## config.mk

```make
export PLATFORM = sky130hd
export DESIGN_NAME = alu_arbiter
export DESIGN_NICKNAME = d
export VERILOG_FILES = /design/src/rtl/alu_arb_pkg.sv /design/src/rtl/alu_arbiter_alu.sv /design/src/rtl/alu_arbiter.sv
export SDC_FILE = /design/constraint.sdc
export NUM_CORES = 1
export LEC_CHECK = 0
export ABC_AREA = 1
export CAP_MARGIN = 40
export CORE_MARGIN = 5
export CORE_UTILIZATION = 35
export DETAILED_ROUTE_END_ITERATION = 10
export PLACE_DENSITY = 0.62
export SYNTH_ARGS = -nofsm -noshare
export SYNTH_HDL_FRONTEND = slang
export SYNTH_SLANG_ARGS = --single-unit
```

## constraint.sdc

```tcl
create_clock -name clk -period 2 [get_ports clk]
set_input_delay 0.5 -clock clk [delete_from_list [all_inputs] [get_ports clk]]
set_output_delay 0.5 -clock clk [all_outputs]
set_load 0.01 [all_outputs]
```

## src/rtl/alu_arb_pkg.sv

```systemverilog
// alu_arb_pkg: shared widths, opcode encodings and FSM states for alu_arbiter
package alu_arb_pkg;

    localparam int ALU_W = 4;
    localparam int OP_W  = 3;

    localparam logic [OP_W-1:0] OP_ADD = 3'b000;
    localparam logic [OP_W-1:0] OP_SUB = 3'b001;
    localparam logic [OP_W-1:0] OP_AND = 3'b010;
    localparam logic [OP_W-1:0] OP_OR  = 3'b011;
    localparam logic [OP_W-1:0] OP_XOR = 3'b100;
    localparam logic [OP_W-1:0] OP_NOT = 3'b101;
    localparam logic [OP_W-1:0] OP_SHL = 3'b110;
    localparam logic [OP_W-1:0] OP_SHR = 3'b111;

    typedef enum logic [1:0] {
        IDLE = 2'd0,
        EXEC = 2'd1,
        RESP = 2'd2
    } state_t;

endpackage

```

## src/rtl/alu_arbiter_alu.sv

```systemverilog
// behavioral_alu: combinational 4-bit ALU with carry/borrow output
module behavioral_alu
    import alu_arb_pkg::*;
(
    input  logic [ALU_W-1:0] a,
    input  logic [ALU_W-1:0] b,
    input  logic [OP_W-1:0]  op,
    output logic [ALU_W-1:0] result,
    output logic             carry
);

    logic [ALU_W:0] sum;
    logic [ALU_W:0] diff;

    // diff[ALU_W] is the borrow: set exactly when a < b
    always_comb begin
        sum    = {1'b0, a} + {1'b0, b};
        diff   = {1'b0, a} - {1'b0, b};
        result = sum[ALU_W-1:0];
        carry  = 1'b0;
        case (op)
            OP_ADD:  {carry, result} = sum;
            OP_SUB:  {carry, result} = diff;
            OP_AND:  result = a & b;
            OP_OR:   result = a | b;
            OP_XOR:  result = a ^ b;
            OP_NOT:  result = ~a;
            OP_SHL:  result = {a[ALU_W-2:0], 1'b0};
            OP_SHR:  result = {1'b0, a[ALU_W-1:1]};
            default: result = sum[ALU_W-1:0];
        endcase
    end

endmodule

```

## src/rtl/alu_arbiter.sv

```systemverilog
// alu_arbiter: round-robin sharing of one behavioral_alu between two valid/ready requesters
module alu_arbiter
    import alu_arb_pkg::*;
#(
    parameter int CNT_W = 8
) (
    input  logic             clk,
    input  logic             rst,
    input  logic             req0_valid,
    output logic             req0_ready,
    input  logic [ALU_W-1:0] req0_a,
    input  logic [ALU_W-1:0] req0_b,
    input  logic [OP_W-1:0]  req0_op,
    input  logic             req1_valid,
    output logic             req1_ready,
    input  logic [ALU_W-1:0] req1_a,
    input  logic [ALU_W-1:0] req1_b,
    input  logic [OP_W-1:0]  req1_op,
    output logic             resp_valid,
    input  logic             resp_ready,
    output logic             resp_id,
    output logic [ALU_W-1:0] resp_result,
    output logic             resp_carry,
    output logic             busy,
    output logic [CNT_W-1:0] done_cnt0,
    output logic [CNT_W-1:0] done_cnt1
);

    state_t           state_q, state_d;
    logic [ALU_W-1:0] a_q, a_d, b_q, b_d;
    logic [OP_W-1:0]  op_q, op_d;
    logic             id_q, id_d;
    logic             last_grant_q, last_grant_d;
    logic             resp_valid_q, resp_valid_d;
    logic             resp_id_q, resp_id_d;
    logic [ALU_W-1:0] resp_result_q, resp_result_d;
    logic             resp_carry_q, resp_carry_d;
    logic             busy_q, busy_d;
    logic [CNT_W-1:0] done_cnt0_q, done_cnt0_d, done_cnt1_q, done_cnt1_d;
    logic [ALU_W-1:0] alu_result;
    logic             alu_carry;
    logic             idle, gnt0, gnt1, deliver;

    behavioral_alu u_alu (
        .a      (a_q),
        .b      (b_q),
        .op     (op_q),
        .result (alu_result),
        .carry  (alu_carry)
    );

    // A contended grant goes to whichever requester did not win last time
    always_comb begin
        idle          = state_q == IDLE;
        gnt0          = req0_valid & (!req1_valid | last_grant_q);
        gnt1          = req1_valid & (!req0_valid | !last_grant_q);
        req0_ready    = idle & gnt0;
        req1_ready    = idle & gnt1;
        deliver       = resp_valid_q & resp_ready;
        state_d       = state_q;
        a_d           = a_q;
        b_d           = b_q;
        op_d          = op_q;
        id_d          = id_q;
        last_grant_d  = last_grant_q;
        resp_valid_d  = resp_valid_q;
        resp_id_d     = resp_id_q;
        resp_result_d = resp_result_q;
        resp_carry_d  = resp_carry_q;
        case (state_q)
            IDLE: begin
                if (gnt0 | gnt1) begin
                    state_d      = EXEC;
                    a_d          = gnt1 ? req1_a : req0_a;
                    b_d          = gnt1 ? req1_b : req0_b;
                    op_d         = gnt1 ? req1_op : req0_op;
                    id_d         = gnt1;
                    last_grant_d = gnt1;
                end
            end
            EXEC: begin
                state_d       = RESP;
                resp_valid_d  = 1'b1;
                resp_id_d     = id_q;
                resp_result_d = alu_result;
                resp_carry_d  = alu_carry;
            end
            RESP: begin
                state_d      = deliver ? IDLE : RESP;
                resp_valid_d = !deliver;
            end
            default: state_d = IDLE;
        endcase
        busy_d      = state_d != IDLE;
        done_cnt0_d = done_cnt0_q + CNT_W'(deliver & !resp_id_q);
        done_cnt1_d = done_cnt1_q + CNT_W'(deliver & resp_id_q);
    end

    always_ff @(posedge clk or posedge rst) begin
        if (rst) begin
            state_q       <= IDLE;
            a_q           <= '0;
            b_q           <= '0;
            op_q          <= '0;
            id_q          <= 1'b0;
            last_grant_q  <= 1'b1;
            resp_valid_q  <= 1'b0;
            resp_id_q     <= 1'b0;
            resp_result_q <= '0;
            resp_carry_q  <= 1'b0;
            busy_q        <= 1'b0;
            done_cnt0_q   <= '0;
            done_cnt1_q   <= '0;
        end else begin
            state_q       <= state_d;
            a_q           <= a_d;
            b_q           <= b_d;
            op_q          <= op_d;
            id_q          <= id_d;
            last_grant_q  <= last_grant_d;
            resp_valid_q  <= resp_valid_d;
            resp_id_q     <= resp_id_d;
            resp_result_q <= resp_result_d;
            resp_carry_q  <= resp_carry_d;
            busy_q        <= busy_d;
            done_cnt0_q   <= done_cnt0_d;
            done_cnt1_q   <= done_cnt1_d;
        end
    end

    assign resp_valid  = resp_valid_q;
    assign resp_id     = resp_id_q;
    assign resp_result = resp_result_q;
    assign resp_carry  = resp_carry_q;
    assign busy        = busy_q;
    assign done_cnt0   = done_cnt0_q;
    assign done_cnt1   = done_cnt1_q;

endmodule

```

## Yosys cells after proc, flatten, opt, wreduce, memory -nomap -nowiden

Cells that the tools add are included.

- Add/subtract/negate cells: 4
- Eq/ne operators: 9
- Muxes and demuxes: 9
- Bitwise logic cells: 14
- Reduce and logical (&&, ||, !) cells: 10

Operators with widths:

| kind | number |
|---|---|
| one-hot mux 4 bit (8 select lines) | 1 |
| adder 8 x 1 -> 8 bit | 2 |
| equality test 3 bit, second input constant | 4 |
| 2-to-1 mux 4 bit | 2 |
| AND 1 bit | 7 |
| equality test 3 x 2 -> 1 bit, second input constant | 2 |
| one-hot mux 2 bit (3 select lines) | 1 |
| adder 4 x 4 -> 5 bit | 1 |
| zero test 1 bit | 5 |
| subtractor 4 x 4 -> 5 bit | 1 |
| AND 4 bit | 1 |
| 2-to-1 mux 2 bit | 2 |
| NOT 4 bit | 1 |
| bitwise OR 4 bit | 1 |
| one-hot mux 1 bit (2 select lines) | 2 |
| nonzero test 2 bit | 2 |
| XOR 4 bit | 1 |
| equality test 3 x 1 -> 1 bit, second input constant | 1 |
| zero test 3 bit | 1 |
| 2-to-1 mux 3 bit | 1 |
| bitwise OR 1 bit | 3 |
| equality test 2 x 1 -> 1 bit, second input constant | 1 |
| equality test 2 bit, second input constant | 1 |
| zero test 2 bit | 1 |
| AND reduction 2 bit | 1 |

- Register bits after elaboration: 39
- Input bits: 27
- Output and inout port bits: 26
- Logic and storage cells: 59

## Logic depth before layout (Yosys ltp)

Gate-level depths: netlist of the first run.

- Word-level depth: 7
- Gate-level depth with buffers: 11
- Depth with buffers taken out: 11

## Hierarchy

Synthesis of the first run repeated with hierarchy kept, for this count alone.

- Cells, all modules: 313
- Area, all modules: 2436.1 sq um

By module, submodules not included:

| module | instances | cells each | area an instance (sq um) | seq. area each (sq um) |
|---|---|---|---|---|
| alu_arbiter | 1 | 198 | 1798.0 | 977.2 |
| behavioral_alu | 1 | 115 | 638.1 | 0.0 |

## Least setup slack after synthesis of the first run

OpenSTA, ideal clock, no wires.

- Path kind: register to register
- Start: register a_q[0]
- End: register resp_result_q[1], in the netlist resp_result[1]
- Setup time: 116 ps
- Arrival: 1470 ps
- Data required time: 1884 ps
- Setup slack: 413 ps
- Cell stages (with the launch flop): 11
- Cells stage by stage: dfrtp_1 inv_1 ha_1 inv_1 fa_1 inv_1 nor2_1 nor3_1 nand2_1 nand2_1 nand2_1

- Word-level cells in the longest chain between the ends: 2
- Elaborated cells on any way between the ends: 3
- Those cells by class: add/sub: 2; mux: 1

Ends and longest elaborated chain:

| item | line | RTL |
|---|---|---|
| start: declaration | alu_arbiter.sv:30 | `logic [ALU_W-1:0] a_q, a_d, b_q, b_d;` |
| start signal: assignment | alu_arbiter.sv:102 | `a_q <= '0;` |
| start signal: assignment | alu_arbiter.sv:116 | `a_q <= a_d;` |
| subtractor 4 x 4 -> 5 bit or adder 4 x 4 -> 5 bit (tied branches) | alu_arbiter_alu.sv:18, alu_arbiter_alu.sv:17 |  |
| one-hot mux 4 bit (8 select lines) (*) | alu_arbiter_alu.sv:21 | `case (op)` |
| end signal: assignment | alu_arbiter.sv:123 | `resp_result_q <= resp_result_d;` |
| end: declaration | alu_arbiter.sv:36 | `logic [ALU_W-1:0] resp_result_q, resp_result_d;` |

Mark *: on every way between the ends. The rest lies on a longest branch, timed or not.
A chain may end at the register's enable or synchronous reset.

## Worst setup path after layout of the first run

- Start: input req0_valid
- End: output req1_ready

- Word-level cells in the longest chain between the ends: 4

Ends and longest elaborated chain:

| item | line | RTL |
|---|---|---|
| start: declaration | alu_arbiter.sv:9 | `input logic req0_valid,` |
| zero test 1 bit | alu_arbiter.sv:56 | `gnt1 = req1_valid & (!req0_valid \| !last_grant_q);` |
| bitwise OR 1 bit | alu_arbiter.sv:56 |  |
| AND 1 bit | alu_arbiter.sv:56 |  |
| AND 1 bit | alu_arbiter.sv:58 | `req1_ready = idle & gnt1;` |
| end: declaration | alu_arbiter.sv:15 | `output logic req1_ready,` |

No other way between the ends.

==> qor.yml, run 1 <==
ant_nets: 0
worstReg2RegStart: "a_q[0]"
end_kind: "primary output"
ys_types: 24
place_ws_ns: -0.269
numCtsBuffers: 5
die_y_um: 91.9
start_kind: "input port"
synthCells: 296
dpl.hpwl_um: 4090
critPathMostFrequentCell: "nand2_1"
rr_endpoint: "resp_result[1]"
area_delta_synth_final_pct: 34.7
finish.utilization: 0.493
synth_edf_count: 0
worst_pin_slew_ns: 0.306
track_usage: 0.129
fin_nets: 407
rows: 29
cts.sinks: 39
drc: 0
viasPerCell: 4.61
r2r_cells: 10
yosysTopAreaCellShare: 0.405
max_freq_mhz: 533
fin_tns_setup_ns: 0
io_buffers: 52
grt_first_pass_wirelength_um: 8980
p_per_area_nw_per_um2: 1580
final_area_sq_um: 3160
crit_chain: "clkdlybuf4s50_1 -> nand2_1 -> nand2_1 -> nor2_1 -> clkbuf_2"
fin_crit_sh: 0.937
start_util: 0.366
seq_area_sq_um: 977
vias: 2012
antenna_cells: 0
clock_latency_ns: 0.30
hp-class: "register to register"
drv_slew: 0
rsz0062_at_grt: "false"
synth_nets: 345
period_needed_ns: 1.87
fin_cells: 436
dpl_cell_area_sq_um: 3030
path_class: "input port to primary output"
crit_family: "buffers and inverters"
drtPass1Iterations: 7
initialDrtViolationCount: 143
wirelength_um: 5120
cts_setup_buffers: 0
grt_pass1_vias: 2003
die_w_um: 91.9
yosysWarnings: 0
grt_antenna_before_repair: 0
setup_viol: 0
run_status: "completed"
grt_busiest_layer: "met2"
hold_viol_final: 0
netlist_area_sq_um: 2350
hold_depth: 1
irDropWorstVdd_uv: 541
grt_max_degree: 40
max_slew_margin: 0.796
synth_area_leaders: "dfrtp_1 40%, ha_1 11%, nand2_1 9.9%"
core_sq_um: 6420
leakagePower_nw: 1.60
crit_slowest_cell: "clkdlybuf4s50_1"
htree_levels: 2
layout-drive-gt1-share: 0.0836
yosysMostFrequentCell: "nand2_1"
whs_ns: 0.473
max-clock-path-buffers: 2
path_buf_inv: 2
seq_area_frac_synth: 0.416
grt_remaining_overflow: 0
async_reset_ff_frac: 1.00
timing.max_cap.violations: 0
cts.repair.resized: 3
wire_per_inst_um: 11.7
cts_tree: "done"
fin_ws_ns: 0.125
grtUsageMet2: 0.201
synth_seq_cells: 39
hold_end: "done_cnt0[7]"
grtUsageMet1: 0.176
r2r_slack_ns: 0.20
use_met3: 0.0286
clockRootBuffer: "clkbuf_8"
dp_cells: 428
die_area_sq_um: 8450
cp.arrival_ns: 1.37
synth_area_leader_cell: "dfrtp_1"
required_ns: 1.50
synth_common_cells: "62 x nand2_1, 43 x inv_1, 38 x dfrtp_1, 34 x nand3_1, 31 x nor2_1"
clk_pin_slew_worst_paths_ns: 0.09
ys.flop_type: "dfrtp_1"
power_mw: 4.98
cts_hold_buf: 0
fillCellCount: 631
syn_area_per_cell_sq_um: 7.93
cp_max_fo: 2
finalClockSkew_ns: 0.00677
io-pin-count: 53
min_from: "done_cnt0[7]"
crit_path_max_incr_delay_ns: 0.42
multi_input_area_sq_um: 1150
gp_congestion: 0.841
[sequential cells by signal (all words and copies together) (netlist names), 2 cells and up]
signal,cells
state_q,2
b_q,4
op_q,3
done_cnt1,8
done_cnt0,8
a_q,4
resp_result,4
[final cells by class]
cell class	count	area share
timing repair buffer	63	0.195
inverter	47	0.0558
tap	77	0.0305
clock inverter	3	0.0225
multi-input combinational	202	0.365
clock buffer	5	0.0218
sequential	39	0.309
[logic make-up after synthesis]
| family | Yosys count | synth area share |
|---|---|---|
| DFF | 39 | 0.416 |
| and+or+nand+nor | 138 | 0.248 |
| buffers and inverters | 55 | 0.0922 |
| adders and majority gates | 22 | 0.124 |
| AOI/OAI and AO/OA | 29 | 0.0714 |
| xor gates and xnor gates | 13 | 0.0485 |
[where the power goes]
part	switching, mW	total (mW)	leakage (nW)	internal (mW)
registers	0.377	1.54	0.459	1.17
logic	1.42	2.62	1.07	1.20
clock network	0.309	0.816	0.0703	0.507
[worst max path at each step]
| stage | endpoint | slack (ns) | startpoint | cells after the start |
|---|---|---|---|---|
| floorplan | resp_result[1] | 0.41 | a_q[0] | 10 |
| global placement | req1_ready | -0.24 | req1_valid | 4 |
| detailed placement | req1_ready | -0.27 | req0_valid | 5 |
| CTS | req0_ready | 0.008 | state_q[0] | 5 |
| global route | req1_ready | 0.04 | state_q[0] | 5 |
| finish | req1_ready | 0.13 | req0_valid | 5 |
[cell usage in the layout (no fill, tap or decap)]
| cell type | count |
|---|---|
| a31oi_1 | 13 |
| dfrtp_1 | 38 |
| buf_4 | 9 |
| xor2_1 | 8 |
| nand2_1 | 62 |
| clkbuf_2 | 2 |
| bufinv_16 | 2 |
| nand3b_1 | 1 |
| nor2_2 | 3 |
| nand4_1 | 1 |
| nand3_1 | 34 |
| a22oi_1 | 1 |
| fa_1 | 2 |
| inv_1 | 43 |
| inv_2 | 4 |
| o22a_1 | 1 |
| clkdlybuf4s50_1 | 50 |
| o21ai_0 | 8 |
| dfstp_2 | 1 |
| inv_8 | 1 |
| or2_2 | 1 |
| ha_1 | 20 |
| buf_12 | 2 |
| clkbuf_8 | 5 |
| nor2_1 | 31 |
| nor3_1 | 5 |
| a21oi_1 | 6 |
| xnor2_1 | 5 |
[per-layer routing]
metal | part of all wire | vias to the layer above
met3 | 0.061 | 5
li1 | - | 1061
met5 | 0 | -
met1 | 0.50 | 891
met4 | 0.015 | 0
met2 | 0.42 | 55
Power figures use the tool's default switching activity.
==> run 2: changes to the inputs <==
- CORE_ASPECT_RATIO: default -> 1.75
- DONT_BUFFER_PORTS: default -> 1
- PLACE_DENSITY: 0.62 -> 0.52
==> run 2 against run 1 <==
  * Sequential power rose by 9.7%
  * Combinational power is 23% lower
  * Final cell count is 12% lower
  * Global-route usage is 1.9 points higher
  * First-iteration DRC count fell by 63%
  * Sequential share of layout area increased by 6.7 points
  * Non-clock buffer count is 59 lower
  * Critical path depth is 1 lower
  * Highest routed layer unchanged
  * Clock power increased by 3.7%
  * Worst hold slack lost 0.25 ns
  * Die area grew 0.76%
==> qor.yml, run 2 (synthesized netlist as in run 1, its figures left out) <==
grt_first_pass_wirelength_um: 9720  # was 8980 um
clockRootBuffer: "clkbuf_16"  # was clkbuf_8
end_kind: "primary output"  # unchanged
grt_remaining_overflow: 0  # unchanged
rows: 39  # was 29
crit_slowest_cell: "dfrtp_1"  # was clkdlybuf4s50_1
timing.max_cap.violations: 0  # unchanged
cp-startpoint: "state_q[0]"  # was req0_valid
cp_max_fo: 4  # was 2
wirelength_um: 5730  # was 5120 um
p_per_area_nw_per_um2: 1750  # was 1580 nW/um^2
gp_congestion: 0.896  # was 0.841
critPathMostFrequentCell: "inv_1"  # was nand2_1
start_kind: "register"  # was input port
die_w_um: 71.9  # was 91.9 um
grt_antenna_before_repair: 0  # unchanged
setup_viol: 0  # unchanged
max_freq_mhz: 546  # was 533 MHz
required_ns: 1.50  # about the same
fin_cells: 382  # was 436
fillCellCount: 703  # was 631
area_delta_synth_final_pct: 10.6  # was 34.7%
clock_latency_ns: 0.28  # was 0.30 ns
numCtsBuffers: 5  # unchanged
cts.repair.resized: 0  # was 3
drv_slew: 0  # unchanged
wire_per_inst_um: 15.0  # was 11.7 um
period_needed_ns: 1.83  # was 1.87 ns
seq_area_sq_um: 977  # unchanged
fin_crit_sh: 0.915  # was 0.937
start_util: 0.359  # was 0.366
hold_viol_final: 0  # unchanged
ant_nets: 0  # unchanged
final_area_sq_um: 2600  # was 3160 sq um
run_status: "completed"  # unchanged
dp_cells: 374  # was 428
cts_tree: "done"  # unchanged
cts_setup_buffers: 0  # unchanged
vias: 1873  # was 2012
die_y_um: 118  # was 91.9 um
die_area_sq_um: 8510  # was 8450 sq um
finalClockSkew_ns: 0.00495  # was 0.00677 ns
crit_chain: "inv_1 -> ha_1 -> inv_1 -> nor2_1"  # was clkdlybuf4s50_1 -> nand2_1 -> nand2_1 -> nor2_1 -> clkbuf_2
worst_pin_slew_ns: 0.504  # was 0.306 ns
drc: 0  # unchanged
irDropWorstVdd_uv: 728  # was 541 uV
grtUsageMet2: 0.267  # was 0.201
grt_busiest_layer: "met2"  # unchanged
io-pin-count: 53  # unchanged
whs_ns: 0.219  # was 0.473 ns
fin_tns_setup_ns: 0  # unchanged
cp.arrival_ns: 1.33  # was 1.37 ns
io_buffers: 0  # was 52
use_met3: 0.0374  # was 0.0286
cts.sinks: 39  # unchanged
dpl.hpwl_um: 4590  # was 4090 um
multi_input_area_sq_um: 1150  # unchanged
path_class: "register to primary output"  # was input port to primary output
grt_max_degree: 40  # unchanged
track_usage: 0.148  # was 0.129
layout_common_cells: "62 x nand2_1, 43 x inv_1, 38 x dfrtp_1"  # was 62 x nand2_1, 50 x clkdlybuf4s50_1, 43 x inv_1
grtUsageMet1: 0.148  # was 0.176
clk_pin_slew_worst_paths_ns: 0.06  # was 0.09 ns
viasPerCell: 4.90  # was 4.61
grt_pass1_vias: 1985  # was 2003
core_sq_um: 6540  # was 6420 sq um
leakagePower_nw: 1.36  # was 1.60 nW
worstReg2RegStart: "a_q[0]"  # unchanged
final_common_cell: "nand2_1"  # unchanged
rsz0062_at_grt: "false"  # unchanged
cts_hold_buf: 0  # unchanged
drtPass1Iterations: 4  # was 7
antenna_cells: 0  # unchanged
htree_levels: 2  # unchanged
max-clock-path-buffers: 2  # unchanged
max_slew_margin: 0.664  # was 0.796
layout-drive-gt1-share: 0.0667  # was 0.0836
crit_path_max_incr_delay_ns: 0.40  # was 0.42 ns
fin_nets: 348  # was 407
initialDrtViolationCount: 53  # was 143
hp-class: "input port to async pin"  # was register to register
dpl_cell_area_sq_um: 2440  # was 3030 sq um
[run 2: changes by cell type in the layout (fill, tap and decap cells not counted), sizes merged]
cell and delta:
clkdlybuf4s50 -50, buf -7, bufinv -2, clkbuf +1, inv -1
[run 2: path summary, 6_finish.rpt]
kind                            slack, ns  depth (start not counted)              to
worst max-delay path                 0.17                          4      req1_ready
min in group clk                     0.37                          2          a_q[1]
worst min-delay path                 0.22                          2    done_cnt0[6]
max in group asynchronous            1.41                          2    last_grant_q
worst max register to register       0.24                         10  resp_result[1]
worst min register to register       0.47                          2            id_q
[run 2: power breakdown]
part | switching (mW) | internal (mW) | total (mW)
Sequential | 0.518 | 1.17 | 1.69
Clock | 0.315 | 0.531 | 0.846
Combinational | 1.26 | 0.749 | 2.01
Total | 2.10 | 2.45 | 4.55
[run 2: worst max-delay path, delay by kind of cell (launching register included)]
| family | cells | cell delay [ns] |
|---|---|---|
| flip-flops | 1 | 0.40 |
| buffers and inverters | 2 | 0.19 |
| AND/OR/NAND/NOR | 1 | 0.24 |
| adder cells (fa/ha/maj) | 1 | 0.23 |
[run 2: layout make-up]
cell class | instances | area share
well taps | 82 | 0.0395
flip-flops and latches | 39 | 0.376
multi-input cells | 202 | 0.445
inverters | 47 | 0.0679
clock buffers | 8 | 0.0602
repair buffers | 4 | 0.0116
[run 2: metrics by stage]
step	power, mW	util	worst slack [ns]
final	4.55	0.397	0.170
after floorplan	3.17	-	0.413
after detailed placement	3.73	0.373	0.239
after global placement	3.72	0.373	0.276
after CTS	4.60	0.397	0.143
after global routing	5.02	0.397	0.0371
[run 2: per-layer routing]
metal | share of wire | wire length [um] | vias up
met4 | 0.039 | 222 | 0
met5 | 0 | 0 | -
met2 | 0.55 | 3160 | 57
li1 | - | - | 941
met3 | 0.050 | 286 | 14
met1 | 0.36 | 2060 | 861
==> run 3: changes to the inputs <==
- PLACE_DENSITY: 0.52 -> 0.51
- clock period: 2 -> 2.2 ns (I/O delays scaled with it)
==> run 3 against run 2 <==
  * Wire length is 3.1% higher
  * Cell area is 0.67% higher
  * Sequential cell count stayed put
  * Largest cell class unchanged
  * Largest power group unchanged
==> qor.yml, run 3 (synthesized netlist as in run 1, its figures left out) <==
cp.arrival_ns: 1.35  # was 1.33 ns
wire_per_inst_um: 15.5  # was 15.0 um
max_slew_margin: 0.656  # was 0.664
fin_nets: 348  # unchanged
worst_pin_slew_ns: 0.516  # was 0.504 ns
start_util: 0.359  # unchanged
max_freq_mhz: 525
clock_latency_ns: 0.28  # about the same
grt_remaining_overflow: 0  # unchanged
end_kind: "primary output"  # unchanged
cts_hold_buf: 0  # unchanged
whs_ns: 0.275  # was 0.219 ns
layout-drive-gt1-share: 0.0700  # was 0.0667
setup_viol: 0  # unchanged
crit_slowest_cell: "dfrtp_1"  # unchanged
grt_pass1_vias: 2020  # was 1985
r2r_slack_ns: 0.45  # was 0.24 ns
drc: 0  # unchanged
required_ns: 1.65  # was 1.50 ns
cts_tree: "done"  # unchanged
p_per_area_nw_per_um2: 1610  # was 1750 nW/um^2
io-pin-count: 53  # unchanged
grt_max_degree: 40  # unchanged
ant_nets: 0  # unchanged
path_class: "register to primary output"  # unchanged
fin_tns_setup_ns: 0  # unchanged
fin_cells: 382  # unchanged
path_buf_inv: 2  # unchanged
initialDrtViolationCount: 115  # was 53
run_status: "completed"  # unchanged
cts_setup_buffers: 0  # unchanged
area_delta_synth_final_pct: 11.3  # was 10.6%
die_area_sq_um: 8510  # unchanged
leakagePower_nw: 1.37  # was 1.36 nW
drv_slew: 0  # unchanged
drtPass1Iterations: 4  # unchanged
start_kind: "register"  # unchanged
fin_crit_sh: 0.865
grt_antenna_before_repair: 0  # unchanged
dp_cells: 374  # unchanged
cts.sinks: 39  # unchanged
final_common_cell: "nand2_1"  # unchanged
crit_family: "flip-flops"  # unchanged
cp_max_fo: 4  # unchanged
finish.utilization: 0.400  # was 0.397
max-clock-path-buffers: 2  # unchanged
gp_congestion: 0.900  # was 0.896
numCtsBuffers: 5  # unchanged
clk_pin_slew_worst_paths_ns: 0.06  # about the same
timing.max_cap.violations: 0  # unchanged
crit_chain: "inv_1 -> ha_1 -> inv_1 -> nor2_1"  # unchanged
viasPerCell: 4.95  # was 4.90
vias: 1891  # was 1873
irDropWorstVdd_uv: 696  # was 728 uV
layout_common_cells: "62 x nand2_1, 43 x inv_1, 38 x dfrtp_1"  # unchanged
track_usage: 0.151  # was 0.148
dpl_cell_area_sq_um: 2440  # unchanged
die_w_um: 71.9  # unchanged
core_sq_um: 6540  # unchanged
crit_path_max_incr_delay_ns: 0.40  # about the same
wirelength_um: 5910  # was 5730 um
cts.repair.resized: 0  # unchanged
htree_levels: 2  # unchanged
antenna_cells: 0  # unchanged
rsz0062_at_grt: "false"  # unchanged
die_y_um: 118  # unchanged
finalClockSkew_ns: 0.00332  # was 0.00495 ns
hold_viol_final: 0  # unchanged
io_buffers: 0  # unchanged
hp-class: "input port to async pin"  # unchanged
grt_first_pass_wirelength_um: 9960  # was 9720 um
period_needed_ns: 1.90
critPathMostFrequentCell: "inv_1"  # unchanged
final_area_sq_um: 2620  # was 2600 sq um
rows: 39  # unchanged
dpl.hpwl_um: 4710  # was 4590 um
clockRootBuffer: "clkbuf_16"  # unchanged
-- run 3: stage by stage --
| step | total power, mW | setup WS, ns |
|---|---|---|
| 2_1_floorplan | 2.88 | 0.613 |
| 3_3_place_gp | 3.39 | 0.393 |
| 3_5_place_dp | 3.41 | 0.388 |
| 4_1_cts | 4.28 | 0.270 |
| 5_1_grt | 4.66 | 0.186 |
| 6_report | 4.22 | 0.296 |
-- run 3: worst paths after layout --
path / from / endpoint / cells past startpoint
min in group clk: req0_a[1] / a_q[1] / 2
hold / removal: rst / done_cnt0[6] / 2
setup reg to reg: a_q[0] / resp_result[1] / 10
setup / recovery: state_q[0] / req1_ready / 4
max in group asynchronous: rst / last_grant_q / 2
hold reg to reg: id_q / id_q / 2
-- run 3: area by class of cell --
type / instances / area [sq um]
clock buffers: 6 / 139
flip-flops and latches: 39 / 977
inverters: 47 / 176
fillers: 706 / 3920
multi-input cells: 202 / 1150
well taps: 82 / 103
repair buffers: 4 / 30.0
clock inverters: 2 / 35.0
-- run 3: report_power, final --
group / internal (mW) / total [mW] / switching, mW / leakage (nW)
clock: 0.564 / 0.846 / 0.282 / 0.0868
sequential: 1.06 / 1.53 / 0.470 / 0.459
combinational: 0.678 / 1.84 / 1.17 / 0.822
-- run 3: layer usage --
layer	global-route usage	vias to the layer above	share of wire
met3	0.0416	19	0.053
li1	-	943	-
met2	0.268	49	0.55
met1	0.152	880	0.36
met5	0	-	0
met4	0.0871	0	0.041
